<file path="src/rtl/regfile_wb_arbiter.sv">
// Round-robin writeback arbiter for three producers feeding one regfile write port,
// with a pending-register scoreboard for hazard checks.
module regfile_wb_arbiter #(
   parameter int width = 32
) (
   input  logic               clk,
   input  logic               reset,
   input  logic [2:0]         req_valid,
   input  logic [14:0]        req_addr,
   input  logic [3*width-1:0] req_data,
   output logic [2:0]         req_ready,
   output logic [4:0]         W_addr,
   output logic [width-1:0]   W_data,
   output logic               wr_enable,
   input  logic               issue_valid,
   input  logic [4:0]         issue_addr,
   input  logic [4:0]         A_addr,
   input  logic [4:0]         B_addr,
   output logic               A_busy,
   output logic               B_busy,
   output logic [31:0]        busy_vec
);

   logic [1:0]       rr_ptr;
   logic [1:0]       next_ptr;
   logic [2:0]       grant;
   logic             xfer;
   logic [4:0]       sel_addr;
   logic [width-1:0] sel_data;
   logic [31:0]      busy_q;
   logic [31:0]      busy_n;

   always_comb begin
      grant = 3'b000;
      case (rr_ptr)
         2'd1: begin
            if (req_valid[1])      grant = 3'b010;
            else if (req_valid[2]) grant = 3'b100;
            else if (req_valid[0]) grant = 3'b001;
         end
         2'd2: begin
            if (req_valid[2])      grant = 3'b100;
            else if (req_valid[0]) grant = 3'b001;
            else if (req_valid[1]) grant = 3'b010;
         end
         default: begin
            if (req_valid[0])      grant = 3'b001;
            else if (req_valid[1]) grant = 3'b010;
            else if (req_valid[2]) grant = 3'b100;
         end
      endcase
      // Nothing may be accepted while the block is held in reset.
      if (!reset) grant = 3'b000;
   end

   assign req_ready = grant;
   assign xfer      = |grant;

   always_comb begin
      sel_addr = 5'd0;
      sel_data = '0;
      next_ptr = rr_ptr;
      unique case (1'b1)
         grant[0]: begin
            sel_addr = req_addr[4:0];
            sel_data = req_data[width-1:0];
            next_ptr = 2'd1;
         end
         grant[1]: begin
            sel_addr = req_addr[9:5];
            sel_data = req_data[2*width-1:width];
            next_ptr = 2'd2;
         end
         grant[2]: begin
            sel_addr = req_addr[14:10];
            sel_data = req_data[3*width-1:2*width];
            next_ptr = 2'd0;
         end
         default: ;
      endcase
   end

   // Clear first, then set, so a same-edge issue keeps the register pending.
   always_comb begin
      busy_n = busy_q;
      if (xfer && sel_addr != 5'd0)
         busy_n[sel_addr] = 1'b0;
      if (issue_valid && issue_addr != 5'd0)
         busy_n[issue_addr] = 1'b1;
      busy_n[0] = 1'b0;
   end

   always_ff @(posedge clk or negedge reset) begin
      if (!reset) begin
         rr_ptr    <= 2'd0;
         wr_enable <= 1'b0;
         W_addr    <= 5'd0;
         W_data    <= '0;
         busy_q    <= 32'd0;
      end else begin
         rr_ptr    <= next_ptr;
         wr_enable <= xfer && (sel_addr != 5'd0);
         busy_q    <= busy_n;
         if (xfer) begin
            W_addr <= sel_addr;
            W_data <= sel_data;
         end
      end
   end

   assign busy_vec = busy_q;
   assign A_busy   = busy_q[A_addr];
   assign B_busy   = busy_q[B_addr];

endmodule

</file>
<file path="config.mk">
export PLATFORM = sky130hd
export DESIGN_NAME = regfile_wb_arbiter
export DESIGN_NICKNAME = d
export VERILOG_FILES = /design/src/rtl/regfile_wb_arbiter.sv
export SDC_FILE = /design/constraint.sdc
export NUM_CORES = 1
export LEC_CHECK = 0
export ABC_AREA = 1
export CELL_PAD_IN_SITES_DETAIL_PLACEMENT = 2
export CELL_PAD_IN_SITES_GLOBAL_PLACEMENT = 2
export CORE_MARGIN = 5
export CORE_UTILIZATION = 19
export CTS_CLUSTER_DIAMETER = 50
export DETAILED_ROUTE_END_ITERATION = 16
export GPL_TIMING_DRIVEN = 1
export PLACE_DENSITY_LB_ADDON = 0.15
export SYNTH_ARGS = -nofsm -noshare
export SYNTH_HDL_FRONTEND = slang
export SYNTH_SLANG_ARGS = --single-unit
</file>
<file path="constraint.sdc">
create_clock -name clk -period 2 [get_ports clk]
set_clock_uncertainty 0.2 [all_clocks]
set_input_delay 0.3 -clock clk [delete_from_list [all_inputs] [get_ports clk]]
set_output_delay 0.3 -clock clk [all_outputs]
set_load 0.02 [all_outputs]
</file>
==> results.txt, run 1 <==
* Outcome: complete, but fails checks
* Violated checks: setup timing
- The worst register-to-register path ends at busy_vec[10]$_DFF_PN0_.
* Source of the worst register-to-register timing path: rr_ptr[1]$_DFFE_PN0P_
- Pwr dens: between 1000 and 1500 nW/µm²
* Number of max-cap violations: 0
- Width of the die: 157 µm
- CTS H-tree depth: 3
* Setup slack after layout: -269 ps
* Final Instance Area: 8120 µm²
* Final min period: 2270 ps
- Placed Cells incl. Taps: roughly 1100
* Overall global routing resource usage: 18.1%
- The via count of the first global-routing pass is 6179.
* Top library cells by usage in the layout, fill and taps aside: nand2_1 (242), clkdlybuf4s50_1 (166), buf_4 (82)
- Number of nets produced by synthesis: 717
- Final Max Tran Viols: 0
- Place WS: -896 ps
- Required @ worst endpoint: approximately 1500 ps
- Proportion of synthesized chip area in sequential cells: 43.0%
- Netlist area before placement: 4130 µm²
* CP endpoint kind: output port
- Per-cell routed wire length: 19.8 µm
- The library cell used most frequently in the layout, excluding fill and tap cells, is nand2_1.
* Post-Place Cell Area: 7080 µm²
- The first detailed-routing pass ran for 4 iterations.
* HPWL after detailed placement: 17.9 mm
- Number of port buffers: 205
- Buffers inserted during clock tree synthesis total 9.
- Remaining routing DRC violations: 0
- The longest clock path from root to sink contains 2 buffers.
* Die area: 24800 µm²
- Transition time of the tightest slew-check pin: 928 ps
* Fmax: 441 MHz
- Once the floorplan was initialized, standard cells occupied 19.1% of the core.
- The layout has 2432 filler cells.
- Setup violations remaining at the end of the flow were counted as 70.
- Peak fanout along the critical path: 3
- Worst slew margin: 38.2%
- Post-synth ARST share: between 90% and 100%
* Pin count of the biggest net entering global routing: 66
- After layout, the worst path uses 113% of the clock period.
- Antenna diode count: 0
* Number of nets in the layout: 1020
- The synthesized netlist contains 25 unique library cells.
* Die Span Y: 157 µm
- Hold/Removal Path Class: input pin to async pin
- Floorplan core area: 21600 µm²
* Most common flop cell mapped by yosys: dfrtp_1
- Synth Register Bits: 71
- The post-route netlist has 26.2% of its cells at a drive strength greater than 1.
* Wire length of the first global-routing pass: 34.9 mm
- The congestion estimate from routability-driven global placement came to a little over 0.8.
* Root buffer selected by CTS: clkbuf_16
- On the final layout, the worst hold slack is 19.3 ps.
- After detailed routing, the number of vias per cell comes to roughly 4.6.
- Power after layout: 11000 µW
- Clock transition at path regs: 60 ps
* First DRT Iteration DRCs: 144
* Signed area change from the synthesized netlist to the final layout: 96.5%
- During synthesis, Yosys emitted a total of 0 warnings.
- Worst Path Class, Setup: flip-flop to output port
- Overflow after GRT: 0
- Via count: 5348
- Summed over all cells, the static leakage comes to approximately 0.0037 µW.
* Final standard cell count with taps included and fillers excluded: 1170
- Reg-to-reg slack, setup: -250 ps
- Setup repair after global routing missed its margin: true
- Syn_area_per_cell: ~7.1 µm²
* Launching element type of the critical path: flip-flop
- Data on the critical path arrives at its endpoint at 1770 ps.
- The floorplan has 54 rows.
- Yosys mapped a number of flops with a built-in enable equal to 0.
- Worst VDD drop: between 0.4 and 0.5 mV
- ANT nets after route: 0
- Clock tree from TritonCTS: built
- Final WL: 23.2 mm
* Latest clock arrival within the worst-skew pair: 340 ps
* Clock sink count: 71
* Final Hold Vio Count: 0
- In this run the count of I/O pins placed on the die edge is between 200 and 250.
- For the worst flop-to-flop path, the logic depth is 14.
- Initial antenna violation count: 1
- After technology mapping, the gate count stands at ~580.
sequential cells by signal (all words and copies together), names as in the netlist:
name,count
wr_enable,1
rr_ptr,2
busy_vec,31
W_data,32
W_addr,5
cells by family after synthesis:
group / Yosys count / share of synthesized area [%]
and+or+nand+nor: 393 / 41.5
DFF: 71 / 43.0
AOI/OAI and AO/OA: 62 / 8.85
buffers and inverters: 54 / 5.94
adders and majority gates: 2 / 0.606
other: 1 / 0.0908
where the power goes:
group / internal, µW / leakage, µW / switching (µW)
Combinational: 2950 / 0.00267 / 3480
Clock: 1190 / 0.000165 / 642
Sequential: 2130 / 0.000851 / 618
worst max-delay path by stage:
stage	to	startpoint	cells after the start	slack (ps)
global placement	B_busy	B_addr[1]	9	-750
finish	req_ready[2]	rr_ptr[1]$_DFFE_PN0P_	9	-270
global route	busy_vec[18]$_DFF_PN0_	rr_ptr[0]$_DFFE_PN0P_	15	-360
detailed placement	B_busy	B_addr[1]	9	-900
floorplan	req_ready[2]	rr_ptr[1]$_DFFE_PN0P_	8	90
CTS	req_ready[2]	rr_ptr[1]$_DFFE_PN0P_	9	-270
metal layers:
metal  share of wire (%)  routed length (µm)  GRT usage, %
met2                  51               11800          31.9
met5               0.056                  13             0
met4                 2.2                 510          5.86
met1                  39                8980          20.4
met3                 8.3                1910          6.76
area by class of cell:
class | count | area, µm² | share of cell area, %
Inverter | 35 | 160 | 1.97
Multi-Input combinational cell | 458 | 2460 | 30.3
Tap cell | 280 | 350 | 4.32
Clock buffer | 12 | 267 | 3.28
Sequential cell | 71 | 1790 | 22.0
Clock inverter | 3 | 65.1 | 0.802
Timing Repair Buffer | 309 | 3010 | 37.1
Timing Repair inverter | 2 | 13.8 | 0.170
repair_timing:
item / CTS / global route
hold buffers: 1 / 0
gates resized for setup: 122 / 76
pin swaps: 15 / 23
buffers inserted: 9 / 8
endpoints found under the setup margin: 93 / 87
gates cloned: 1 / 6
hold endpoints to repair: 6 / 0
cells in the mapped netlist (3+ instances only):
library cell / count / area share, %
buf_2: 10 / 1.2
o21ai_1: 12 / 1.5
nand3_1: 45 / 5.5
o221ai_1: 12 / 2.5
buf_6: 3 / 0.82
dfrtp_1: 71 / 43
nand4_1: 32 / 4.8
a21oi_1: 4 / 0.48
inv_2: 7 / 0.64
nand3_2: 5 / 1.2
inv_1: 28 / 2.5
nor2_1: 30 / 2.7
nand2_1: 257 / 23
o211ai_1: 4 / 0.73
clkbuf_1: 4 / 0.36
o21ai_0: 30 / 3.6
nor3_1: 10 / 1.2
nor2_2: 8 / 1.2
metrics by stage:
step	utilization, %	TNS, ps
floorplan	-	0
global placement	32.8	-19350
detailed placement	32.8	-25190
CTS	35.8	-8260
global route	37.5	-20580
finish	37.5	-12270
worst max-delay path, stage by stage (launching register included):
cell	delay (ps)
dfrtp_1	420
ha_4	300
inv_2	40
nand2_2	70
nand3_2	90
nand2_2	100
nand2_4	50
buf_6	130
clkinvlp_4	90
buf_6	130
No activity file was read; power rests on OpenSTA's default activity.
==> run 2: changes to the inputs <==
- CORE_UTILIZATION: 19 -> 21
- clock period: 2 -> 2.6 ns (I/O delays scaled with it)
==> run 2 against run 1 <==
  * The flow now finishes without violations
  * Critical path type is now input pin to output port
  * Clock power decreased by 23%
  * Sequential power down 22%
  * Register-to-register slack better by 550 ps
  * Total power down 33%
  * Routed wire length is 8.9% lower
  * Final cell count down 8.3%
==> results.txt, run 2 (synthesis gave the netlist of run 1 again) <==
- Remaining routing DRC violations: 0 (unchanged)
- Number of max-cap violations: 0 (unchanged)
- The remaining number of nets flagged by the antenna check after routing came to 0 (unchanged).
* Die area: 22600 µm² (-8.9%)
* Floorplan core area: 19400 µm² (-10%)
- The count of input and output buffers is 205 (unchanged).
- Setup repair after global routing left no endpoint under its margin.
* Pin count of the biggest net entering global routing: 46 (-30%)
- Fmax: around 400 MHz
- The worst setup path is launched from an input pin.
- Count of standard-cell rows: 51 (-5.6%)
* Setup-failing EPs final: 0 (-100%)
- Max reg flops: 32 (unchanged)
- The initial core utilization came to 21.3% (+2.2 points).
* Clock buffers created by TritonCTS: 9 (unchanged)
- The endpoint required time on the critical path was 2010 ps (+510 ps).
* Top library cells by usage in the layout, fill and taps aside: nand2_1 (256), clkdlybuf4s50_1 (197), dfrtp_1 (71)
- The final count of pins violating max slew is 0 (unchanged).
* CP endpoint kind: output port
- Via count: 5040 (-5.8%)
* Reg-to-reg slack, setup: 300 ps (+550 ps)
- The library cell used most frequently in the layout, excluding fill and tap cells, is nand2_1.
* Signed area change from the synthesized netlist to the final layout: 68.7%
- Leakage power total: 0.00306 µW (-17%)
- Per-cell routed wire length: 19.7 µm (-0.63%)
* Final weighted congestion of routability-driven global placement: 0.885 (+8.3%)
- Clock sink count: 71 (unchanged)
- The depth of the worst register-to-register path is 14 (unchanged).
* Source of the worst register-to-register timing path: rr_ptr[0]$_DFFE_PN0P_
- Outcome: finished clean
* Worst Path Class, Setup: input pin to output port
- The total global routing overflow came to 0 (unchanged).
- The worst register-to-register path ends at busy_vec[19]$_DFF_PN0_.
- Number of vias per cell: 4.70 (+2.8%)
* Number of primary I/O pins: 207 (unchanged)
- Number of nets in the layout: 937 (-8.1%)
* Overall global routing resource usage: 19.1% (+0.93 points)
- Final Hold Vio Count: 0 (unchanged)
- The first-pass iteration count of the detailed router came to 4 (unchanged).
- The worst hold-check slack came to 275 ps (+256 ps).
- Clock tree from TritonCTS: built
- The critical path arrival was 1920 ps (+150 ps).
- First DRT Iteration DRCs: 113 (-22%)
- The worst hold path passes through 2 cells.
- Pwr dens: 1060 nW/µm² (-22%)
- Hold/Removal Path Class: flip-flop to flip-flop
- Worst VDD drop: 0.313 mV (-23%)
- HPWL after detailed placement: 17.4 mm (-3.1%)
- The final routed wirelength across all metal layers was 21.1 mm (-8.9%).
- The clock transition at the register clock pins on the worst setup and hold paths after CTS is 60 ps (about the same).
- Final min period: between 2000 and 3000 ps
- Fraction of the cycle the final worst path needs: 96.5%
* Critical path destination: A_busy
- The transition time at the pin with the least slew margin is 693 ps (-234 ps).
* Peak fanout along the critical path: 17 (+14)
- The share of post-route cells with drive strength above 1 was 9.41% (-17 points).
* Worst slew margin: 53.4% (+15 points)
- Width of the die: 150 µm (-4.6%)
- Ranked by flip-flop count, first place goes to W_data.
- Die Span Y: 150 µm (-4.6%)
- Root buffer selected by CTS: clkbuf_16
* Antenna diode count: 0 (unchanged)
- Place WS: -403 ps (+493 ps)
- Via count of the first global-routing pass: 5900 (-4.5%)
- Source of the critical timing path: A_addr[0]
- Wire length of the first global-routing pass: 33.0 mm (-5.4%)
- Setup slack after layout: 91.7 ps (+361 ps)
* Max Root-Sink Buffers: 2 (unchanged)
- The number of antenna violations at the first check in global routing came to 0 (-1).
* Latest clock arrival within the worst-skew pair: 340 ps (about the same)
- CTS H-tree depth: 3 (unchanged)
* Setup bufs post-CTS: 0 (-9)
==> run 2: worst min path at each step <==
stage / startpoint / endpoint / slack, ps
2_1_floorplan: reset / W_addr[0]$_DFFE_PN0P_ / -110
3_3_place_gp: W_addr[0]$_DFFE_PN0P_ / W_addr[0]$_DFFE_PN0P_ / 260
3_5_place_dp: W_addr[0]$_DFFE_PN0P_ / W_addr[0]$_DFFE_PN0P_ / 270
4_1_cts: W_addr[1]$_DFFE_PN0P_ / W_addr[1]$_DFFE_PN0P_ / 290
5_1_grt: W_data[0]$_DFFE_PN0P_ / W_data[0]$_DFFE_PN0P_ / 320
6_report: W_addr[1]$_DFFE_PN0P_ / W_addr[1]$_DFFE_PN0P_ / 280
==> run 2: cell type report <==
| type | instances | area, µm² |
|---|---|---|
| inverters | 35 | 131 |
| repair buffers | 228 | 2260 |
| clock buffers | 12 | 267 |
| well taps | 265 | 332 |
| clock inverters | 4 | 76.3 |
| fillers | 2306 | 12400 |
| multi-input cells | 458 | 2120 |
| flip-flops and latches | 71 | 1780 |
==> run 2: power by group <==
part | total, µW | internal, µW | switching (µW) | leakage [µW]
clock | 1410 | 921 | 493 | 0.000165
sequential | 2150 | 1620 | 528 | 0.000863
combinational | 3820 | 1610 | 2220 | 0.00204
==> run 2: stage by stage <==
stage | power (µW) | TNS, ps | cells | instance area (µm²) | utilization (%)
finish | 7390 | 0 | 1073 | 6970 | 35.9
global route | 7920 | 0 | 1073 | 6970 | 35.9
CTS | 7530 | 0 | 1073 | 6950 | 35.8
detailed placement | 6070 | -754 | 1056 | 6610 | 34.1
global placement | 5970 | -593 | 1056 | 6610 | 34.1
floorplan | 3940 | 0 | 583 | 4130 | -
==> run 2: timing repair <==
action / in CTS / in global routing
pin swaps: 1 / 5
endpoints found under the setup margin: 2 / 4
hold buffers: 1 / 0
gates resized for setup: 11 / 10
endpoints found under the hold margin: 26 / 0
==> run 2: worst max-delay path, stage by stage <==
cell	delay, ps
clkdlybuf4s50_1	510
inv_1	80
buf_12	150
o21ai_0	180
o221ai_1	160
nand3_1	120
nand2_1	60
nand2_1	50
nand2_1	60
buf_4	160
==> run 2: metal layers <==
metal	routed length, µm	vias to the layer above	global-route usage (%)
met5	0	-	0
met4	485	0	5.90
met3	1960	34	8.19
met2	10400	165	33.5
met1	8250	2470	20.9
li1	-	2371	-
